--- src/rtl/dmem_stream_if.sv ---
`default_nettype none
// ============================================================================
//  Module   : dmem_stream_if
//  Brief    : Command, pixel-stream and data-memory bundle for dmem_stream_ctrl.
//  Revision : 1.0  initial release
// ============================================================================
interface dmem_stream_if #(
    parameter int ADDR_W = 8,
    parameter int DATA_W = 128,
    parameter int WORD_W = 32
);
    logic              cmd_valid;
    logic              cmd_ready;
    logic              cmd_dir;
    logic [ADDR_W-1:0] cmd_base;
    logic [ADDR_W-1:0] cmd_len;

    logic [WORD_W-1:0] s_data;
    logic              s_valid;
    logic              s_ready;

    logic [WORD_W-1:0] m_data;
    logic              m_valid;
    logic              m_ready;

    logic              mem_we;
    logic [ADDR_W-1:0] mem_addr;
    logic [DATA_W-1:0] mem_din;
    logic [DATA_W-1:0] mem_dout;

    logic              busy;
    logic              done;

    // Controller side
    modport master (
        input  cmd_valid, cmd_dir, cmd_base, cmd_len,
        input  s_data, s_valid, m_ready, mem_dout,
        output cmd_ready, s_ready, m_data, m_valid,
        output mem_we, mem_addr, mem_din, busy, done
    );

    // Requester / stream / memory side
    modport slave (
        output cmd_valid, cmd_dir, cmd_base, cmd_len,
        output s_data, s_valid, m_ready, mem_dout,
        input  cmd_ready, s_ready, m_data, m_valid,
        input  mem_we, mem_addr, mem_din, busy, done
    );
endinterface
`default_nettype wire

--- src/rtl/dmem_stream_ctrl.sv ---
`default_nettype none
// ============================================================================
//  Module   : dmem_stream_ctrl
//  Brief    : Packs 32-bit words into 128-bit memory lines (FILL) and
//             serialises lines back out to a 32-bit stream (DRAIN).
//  Revision : 1.0  initial release
// ============================================================================
module dmem_stream_ctrl #(
    parameter int ADDR_W = 8,
    parameter int DATA_W = 128,
    parameter int WORD_W = 32
) (
    input  logic          clk,
    input  logic          rst,
    dmem_stream_if.master bus
);
    localparam int LANES = DATA_W / WORD_W;
    localparam int LANE_W = (LANES > 1) ? $clog2(LANES) : 1;
    localparam logic [LANE_W-1:0] C_LAST_LANE = LANE_W'(LANES - 1);

    typedef enum logic [2:0] {
        S_IDLE  = 3'd0,
        S_FILL  = 3'd1,
        S_WRITE = 3'd2,
        S_READ  = 3'd3,
        S_LATCH = 3'd4,
        S_DRAIN = 3'd5
    } state_t;

    state_t            state_q,  state_d;
    logic [LANE_W-1:0] lane_q,   lane_d;
    logic [ADDR_W-1:0] line_q,   line_d;
    logic [ADDR_W-1:0] len_q,    len_d;
    logic [ADDR_W-1:0] addr_q,   addr_d;
    logic [DATA_W-1:0] din_q,    din_d;
    logic [DATA_W-1:0] unpack_q, unpack_d;
    logic              we_q,     we_d;
    logic              done_q,   done_d;
    logic [WORD_W-1:0] w_m_data;

    always_ff @(posedge clk) begin
        if (rst) begin
            state_q  <= S_IDLE;
            lane_q   <= '0;
            line_q   <= '0;
            len_q    <= '0;
            addr_q   <= '0;
            din_q    <= '0;
            unpack_q <= '0;
            we_q     <= 1'b0;
            done_q   <= 1'b0;
        end else begin
            state_q  <= state_d;
            lane_q   <= lane_d;
            line_q   <= line_d;
            len_q    <= len_d;
            addr_q   <= addr_d;
            din_q    <= din_d;
            unpack_q <= unpack_d;
            we_q     <= we_d;
            done_q   <= done_d;
        end
    end

    always_comb begin
        state_d  = state_q;
        lane_d   = lane_q;
        line_d   = line_q;
        len_d    = len_q;
        addr_d   = addr_q;
        din_d    = din_q;
        unpack_d = unpack_q;
        we_d     = 1'b0;
        done_d   = 1'b0;

        case (state_q)
            S_IDLE: begin
                if (bus.cmd_valid) begin
                    addr_d  = bus.cmd_base;
                    len_d   = bus.cmd_len;
                    lane_d  = '0;
                    line_d  = '0;
                    state_d = bus.cmd_dir ? S_READ : S_FILL;
                end
            end
            S_FILL: begin
                if (bus.s_valid) begin
                    for (int i = 0; i < LANES; i++) begin
                        if (lane_q == LANE_W'(i)) begin
                            din_d[i*WORD_W +: WORD_W] = bus.s_data;
                        end
                    end
                    lane_d = lane_q + 1'b1;
                    // The write strobe is registered, so raise it on entry to WRITE.
                    if (lane_q == C_LAST_LANE) begin
                        state_d = S_WRITE;
                        we_d    = 1'b1;
                    end
                end
            end
            S_WRITE: begin
                if (line_q == len_q) begin
                    state_d = S_IDLE;
                    done_d  = 1'b1;
                end else begin
                    addr_d  = addr_q + 1'b1;
                    line_d  = line_q + 1'b1;
                    lane_d  = '0;
                    state_d = S_FILL;
                end
            end
            S_READ: begin
                state_d = S_LATCH;
            end
            S_LATCH: begin
                unpack_d = bus.mem_dout;
                lane_d   = '0;
                state_d  = S_DRAIN;
            end
            S_DRAIN: begin
                if (bus.m_ready) begin
                    lane_d = lane_q + 1'b1;
                    if (lane_q == C_LAST_LANE) begin
                        if (line_q == len_q) begin
                            state_d = S_IDLE;
                            done_d  = 1'b1;
                        end else begin
                            addr_d  = addr_q + 1'b1;
                            line_d  = line_q + 1'b1;
                            lane_d  = '0;
                            state_d = S_READ;
                        end
                    end
                end
            end
            default: begin
                state_d = S_IDLE;
            end
        endcase
    end

    // Lane and unpack register only move on a handshake, so m_data holds while stalled.
    always_comb begin
        w_m_data = '0;
        for (int i = 0; i < LANES; i++) begin
            if (lane_q == LANE_W'(i)) begin
                w_m_data = unpack_q[i*WORD_W +: WORD_W];
            end
        end
    end

    assign bus.cmd_ready = (state_q == S_IDLE);
    assign bus.s_ready   = (state_q == S_FILL);
    assign bus.m_valid   = (state_q == S_DRAIN);
    assign bus.m_data    = w_m_data;
    assign bus.busy      = (state_q != S_IDLE);
    assign bus.done      = done_q;
    assign bus.mem_we    = we_q;
    assign bus.mem_addr  = addr_q;
    assign bus.mem_din   = din_q;
endmodule
`default_nettype wire

--- src/flat_wrapper.sv ---
// flat-port wrapper written by rule: the top's interface ports become plain ports
module dmem_stream_ctrl_flat 
#(
    parameter int ADDR_W = 8,
    parameter int DATA_W = 128,
    parameter int WORD_W = 32
)
  (clk, rst, bus_cmd_valid, bus_cmd_dir, bus_cmd_base, bus_cmd_len, bus_s_data, bus_s_valid, bus_m_ready, bus_mem_dout, bus_cmd_ready, bus_s_ready, bus_m_data, bus_m_valid, bus_mem_we, bus_mem_addr, bus_mem_din, bus_busy, bus_done);
  dmem_stream_if #(.ADDR_W(ADDR_W), .DATA_W(DATA_W), .WORD_W(WORD_W)) bus_i ();
  input  logic clk;
  input  logic rst;
  input wire logic [$bits(bus_i.cmd_valid)-1:0] bus_cmd_valid;
  input wire logic [$bits(bus_i.cmd_dir)-1:0] bus_cmd_dir;
  input wire logic [$bits(bus_i.cmd_base)-1:0] bus_cmd_base;
  input wire logic [$bits(bus_i.cmd_len)-1:0] bus_cmd_len;
  input wire logic [$bits(bus_i.s_data)-1:0] bus_s_data;
  input wire logic [$bits(bus_i.s_valid)-1:0] bus_s_valid;
  input wire logic [$bits(bus_i.m_ready)-1:0] bus_m_ready;
  input wire logic [$bits(bus_i.mem_dout)-1:0] bus_mem_dout;
  output wire logic [$bits(bus_i.cmd_ready)-1:0] bus_cmd_ready;
  output wire logic [$bits(bus_i.s_ready)-1:0] bus_s_ready;
  output wire logic [$bits(bus_i.m_data)-1:0] bus_m_data;
  output wire logic [$bits(bus_i.m_valid)-1:0] bus_m_valid;
  output wire logic [$bits(bus_i.mem_we)-1:0] bus_mem_we;
  output wire logic [$bits(bus_i.mem_addr)-1:0] bus_mem_addr;
  output wire logic [$bits(bus_i.mem_din)-1:0] bus_mem_din;
  output wire logic [$bits(bus_i.busy)-1:0] bus_busy;
  output wire logic [$bits(bus_i.done)-1:0] bus_done;
  assign bus_i.cmd_valid = bus_cmd_valid;
  assign bus_i.cmd_dir = bus_cmd_dir;
  assign bus_i.cmd_base = bus_cmd_base;
  assign bus_i.cmd_len = bus_cmd_len;
  assign bus_i.s_data = bus_s_data;
  assign bus_i.s_valid = bus_s_valid;
  assign bus_i.m_ready = bus_m_ready;
  assign bus_i.mem_dout = bus_mem_dout;
  assign bus_cmd_ready = bus_i.cmd_ready;
  assign bus_s_ready = bus_i.s_ready;
  assign bus_m_data = bus_i.m_data;
  assign bus_m_valid = bus_i.m_valid;
  assign bus_mem_we = bus_i.mem_we;
  assign bus_mem_addr = bus_i.mem_addr;
  assign bus_mem_din = bus_i.mem_din;
  assign bus_busy = bus_i.busy;
  assign bus_done = bus_i.done;
  dmem_stream_ctrl #(.ADDR_W(ADDR_W), .DATA_W(DATA_W), .WORD_W(WORD_W)) u_core (.clk(clk), .rst(rst), .bus(bus_i));
endmodule
--- config.mk ---
export PLATFORM = sky130hd
export DESIGN_NAME = dmem_stream_ctrl_flat
export DESIGN_NICKNAME = d
export VERILOG_FILES = /design/src/rtl/dmem_stream_if.sv /design/src/rtl/dmem_stream_ctrl.sv /design/src/flat_wrapper.sv
export SDC_FILE = /design/constraint.sdc
export NUM_CORES = 1
export LEC_CHECK = 0
export ABC_AREA = 1
export CORE_UTILIZATION = 45
export CTS_CLUSTER_DIAMETER = 30
export DETAILED_ROUTE_END_ITERATION = 10
export GPL_TIMING_DRIVEN = 1
export PLACE_DENSITY_LB_ADDON = 0.08
export REMOVE_ABC_BUFFERS = 1
export SLEW_MARGIN = 15
export SYNTH_ARGS = -nofsm -noshare
export SYNTH_HDL_FRONTEND = slang
export SYNTH_SLANG_ARGS = --single-unit
export TNS_END_PERCENT = 30
--- constraint.sdc ---
create_clock -name clk -period 2.2 [get_ports clk]
set_input_delay 0.33 -clock clk [delete_from_list [all_inputs] [get_ports clk]]
set_output_delay 0.33 -clock clk [all_outputs]
set_load 0.01 [all_outputs]
==> results.txt, run 1 <==
Core Box Area - 25400 µm²
TritonCTS Buffers - 59
GR Overflow Total - 0
# fillers - 2028
M1 WL - 16420 µm
Critical Path Fanout Max - 6
Util after Layout - 72.20%
Drt pass-1 iters - 5
Initial antenna violation count - 5
WP data required - 1.87 ns
CTS tree - yes
Area occupied by multi-input gates - 5599 µm²
CTS sink cnt - 287
Ratio of cells with drive above 1 in the final layout - 14.41%
Area grow syn2layout - 56.01%
Crit share post-route - 109.2%
First-pass GRT wire length - 62760 µm
Vias in the first global route - 12150
Root Buffer - clkbuf_16
Hpwl dp - 25370 µm
Crit path capture - bus_m_data[13]
Final hold viol count - 0
Final Max Tran Viols - 0
Post-synth top area cell - dfxtp_1
Synth cell count leaders - 580 x nor2_1, 287 x dfxtp_1, 281 x o21ai_0
Worst R2R End - u_core.bus.mem_addr[0]
Status - complete, but fails checks
Area contributors post-synth - dfxtp_1 49%, nor2_1 19%, o21ai_0 12%, nand2_1 4.7%, clkbuf_1 2.5%
FF-to-FF Start - u_core.lane_q[1]
Hold crit path type - primary input to register
Post-synth ARST share - 0%
I/O Buffers - 355
Via Count - 12460
Failing checks - setup timing
Maximum buffer depth of the clock tree - 3
Worst-Skew Late Latency - 0.58 ns
R2R cell count - 9
Worst path arrival time - 2.07 ns
Relative slew margins - 53.93%
Startpoint Class - register
NumNets Final - 2185
Distinct cell type count after synthesis - 31
Uppermost layer routed - met4
LEAKAGE - 7.171 nW
GPL Wtd Cong - 0.8749
Initial Util - 46.28%
Slew @ Worst Pin - 0.6901 ns
PwrDens - 1251 nW/µm²
Post-synth EDFFs - 0
Clk_skew - 0.01975 ns
Met3 WL - 3675 µm
R2R Setup Slk - 0.28 ns
DR iter-0 viols - 1056
Largest net degree at the start of global routing - 79
DRC violations left - 0
Maxcap violations - 0
Global-route usage over all layers - 29.71%
Post-Synthesis Cells - 1632
Io pins - 356
VDD IR-drop max - 0.7720 mV
Routed WL - 41610 µm
Top-count cell post-synth - nor2_1
Crit path from - u_core.lane_q[0]
Area share of the largest cell type after synthesis - 48.88%
Sequential cell area - 5757 µm²
Critical Path Sink Type - output pin
Chip height - 163.6 µm
Worst Setup Slack, final - -0.2033 ns
Crit path kind - register to output pin
Reg clk slew, reported paths - 0.05 ns
Final Power - 0.02294 W
Final ANT Viol Nets - 0
Met2 wire len - 19760 µm
Final setup fails - 32
Number of synthesis warnings - 0
H-tree levels - 2
Main flop type after synthesis - dfxtp_1
Synthesized flop and latch total - 287
Syn_area_per_cell - 7.203 µm²
Avg WL per Cell - 17.48 µm
Sequential share of the synthesized area - 48.88%
Die Wd - 163.6 µm
Die area - 26770 µm²
RSZ-0062 raised after global routing - true
Row Count - 58
Mapped Area - 11760 µm²
Max Fclk - 416.1 MHz
Via density - 5.233
Min Tclk post-route - 2.403 ns
[critical path: stages, from the launching register on]
cell and delay, ns:
dfxtp_4 0.37, inv_6 0.08, ha_4 0.16, buf_12 0.15
buf_8 0.16, a21oi_4 0.06, o21ai_2 0.16, o211ai_1 0.14
nand2_1 0.12, buf_6 0.11
[cells by family (layout without fill, tap and decap cells)]
logic type / Yosys count / in the layout / share of synthesized area [%]
buf+inv: 154 / 569 / 5.609
fa+ha+maj: 6 / 6 / 0.6386
compound gates: 387 / 387 / 17.43
flops: 287 / 287 / 48.88
xor+xnor: 8 / 8 / 0.5961
other cells: 0 / 4 / 0
simple gates: 790 / 790 / 26.84
[stage by stage]
step | setup slack (ns) | instance area [µm²] | hold WS, ns | setup TNS, ns | instances
after floorplan | -2.275 | 11250 | 0.3924 | -522.61 | 1520
after global placement | 0.003802 | 15770 | 0.4568 | 0 | 2248
after detailed placement | -0.1037 | 15770 | 0.4641 | -1.397 | 2248
after CTS | -0.2268 | 18080 | 0.3484 | -4.605 | 2365
after global routing | -0.2653 | 18340 | 0.3596 | -5.968 | 2381
final | -0.2033 | 18340 | 0.3547 | -3.719 | 2381
[per-layer routing]
metal,GRT usage (%),up-vias
met3,8.735,113
met4,13.89,0
met5,0,-
li1,-,6056
met1,35.10,5789
met2,49.36,502
[what timing repair did]
item / 4_1_cts / 5_1_grt
hold buffers: 0 / 0
gates cloned: 4 / 4
resized for setup: 159 / 103
endpoints found under the hold margin: 0 / 0
pin swaps: 2 / 35
setup buffers: 2 / 9
setup endpoints to repair: 36 / 35
[report_power, final]
part / leakage, nW / switching, W / internal [W] / total (W)
Clock: 0.998 / 0.00286 / 0.00629 / 0.00914
Sequential: 2.32 / 0.000539 / 0.00596 / 0.00650
Combinational: 3.85 / 0.00410 / 0.00320 / 0.00730
[how the worst min path moves through the flow]
stage,cells past startpoint,endpoint,slack [ns],from
global placement,2,u_core.len_q[1],0.46,u_core.len_q[1]
global route,3,u_core.len_q[3],0.36,bus_cmd_len[3]
detailed placement,2,u_core.len_q[0],0.46,u_core.len_q[0]
CTS,3,u_core.len_q[3],0.35,bus_cmd_len[3]
finish,3,u_core.len_q[3],0.35,bus_cmd_len[3]
floorplan,1,u_core.bus.mem_addr[7],0.39,rst
[registers in the layout, indices dropped and copies added (netlist names)]
signal and flops:
u_core.bus.done 1, u_core.bus.mem_we 1, u_core.bus.mem_addr 8, u_core.unpack_q 128, u_core.bus.mem_din 128, u_core.state_q 3, u_core.lane_q 2, u_core.len_q 8
u_core.line_q 8
[layout by cell type, fill, tap and decap left out, types with 4 or more instances in the layout]
master           count
nor2_1             565
clkdlybuf4s50_1    321
dfxtp_1            282
o21ai_0            251
nand2_1            146
clkbuf_16           63
o21ai_1             45
o211ai_1            30
buf_2               29
buf_4               27
a21oi_2             26
inv_1               25
nand3_1             25
a21oi_1             23
buf_12              23
nor2_2              12
clkbuf_1            12
nand4_1             11
nand2_2             11
inv_2               11
clkinv_2            10
bufinv_16            9
clkbuf_8             8
clkinvlp_4           8
nor2_4               7
xnor2_1              6
o21ai_2              5
a21oi_4              5
nand3_2              5
diode_2              4
nand2_4              4
buf_6                4
[layout make-up]
| type | instances | share of cell area [%] |
|---|---|---|
| Sequential cell | 287 | 31.39 |
| Multi-Input combinational cell | 1191 | 30.53 |
| Timing Repair Buffer | 416 | 23.39 |
| Clock buffer | 80 | 9.033 |
| Clock inverter | 31 | 2.306 |
| Tap cell | 330 | 2.251 |
| Inverter | 42 | 1.037 |
| Antenna cell | 4 | 0.05458 |
Note: power is estimated with default switching activity, not from simulation.
==> run 2, diff against run 1 <==
SLEW_MARGIN = unset   (was 15)
==> results of run 2 <==
Final layout, timing and power as in run 1 (identical DEF).
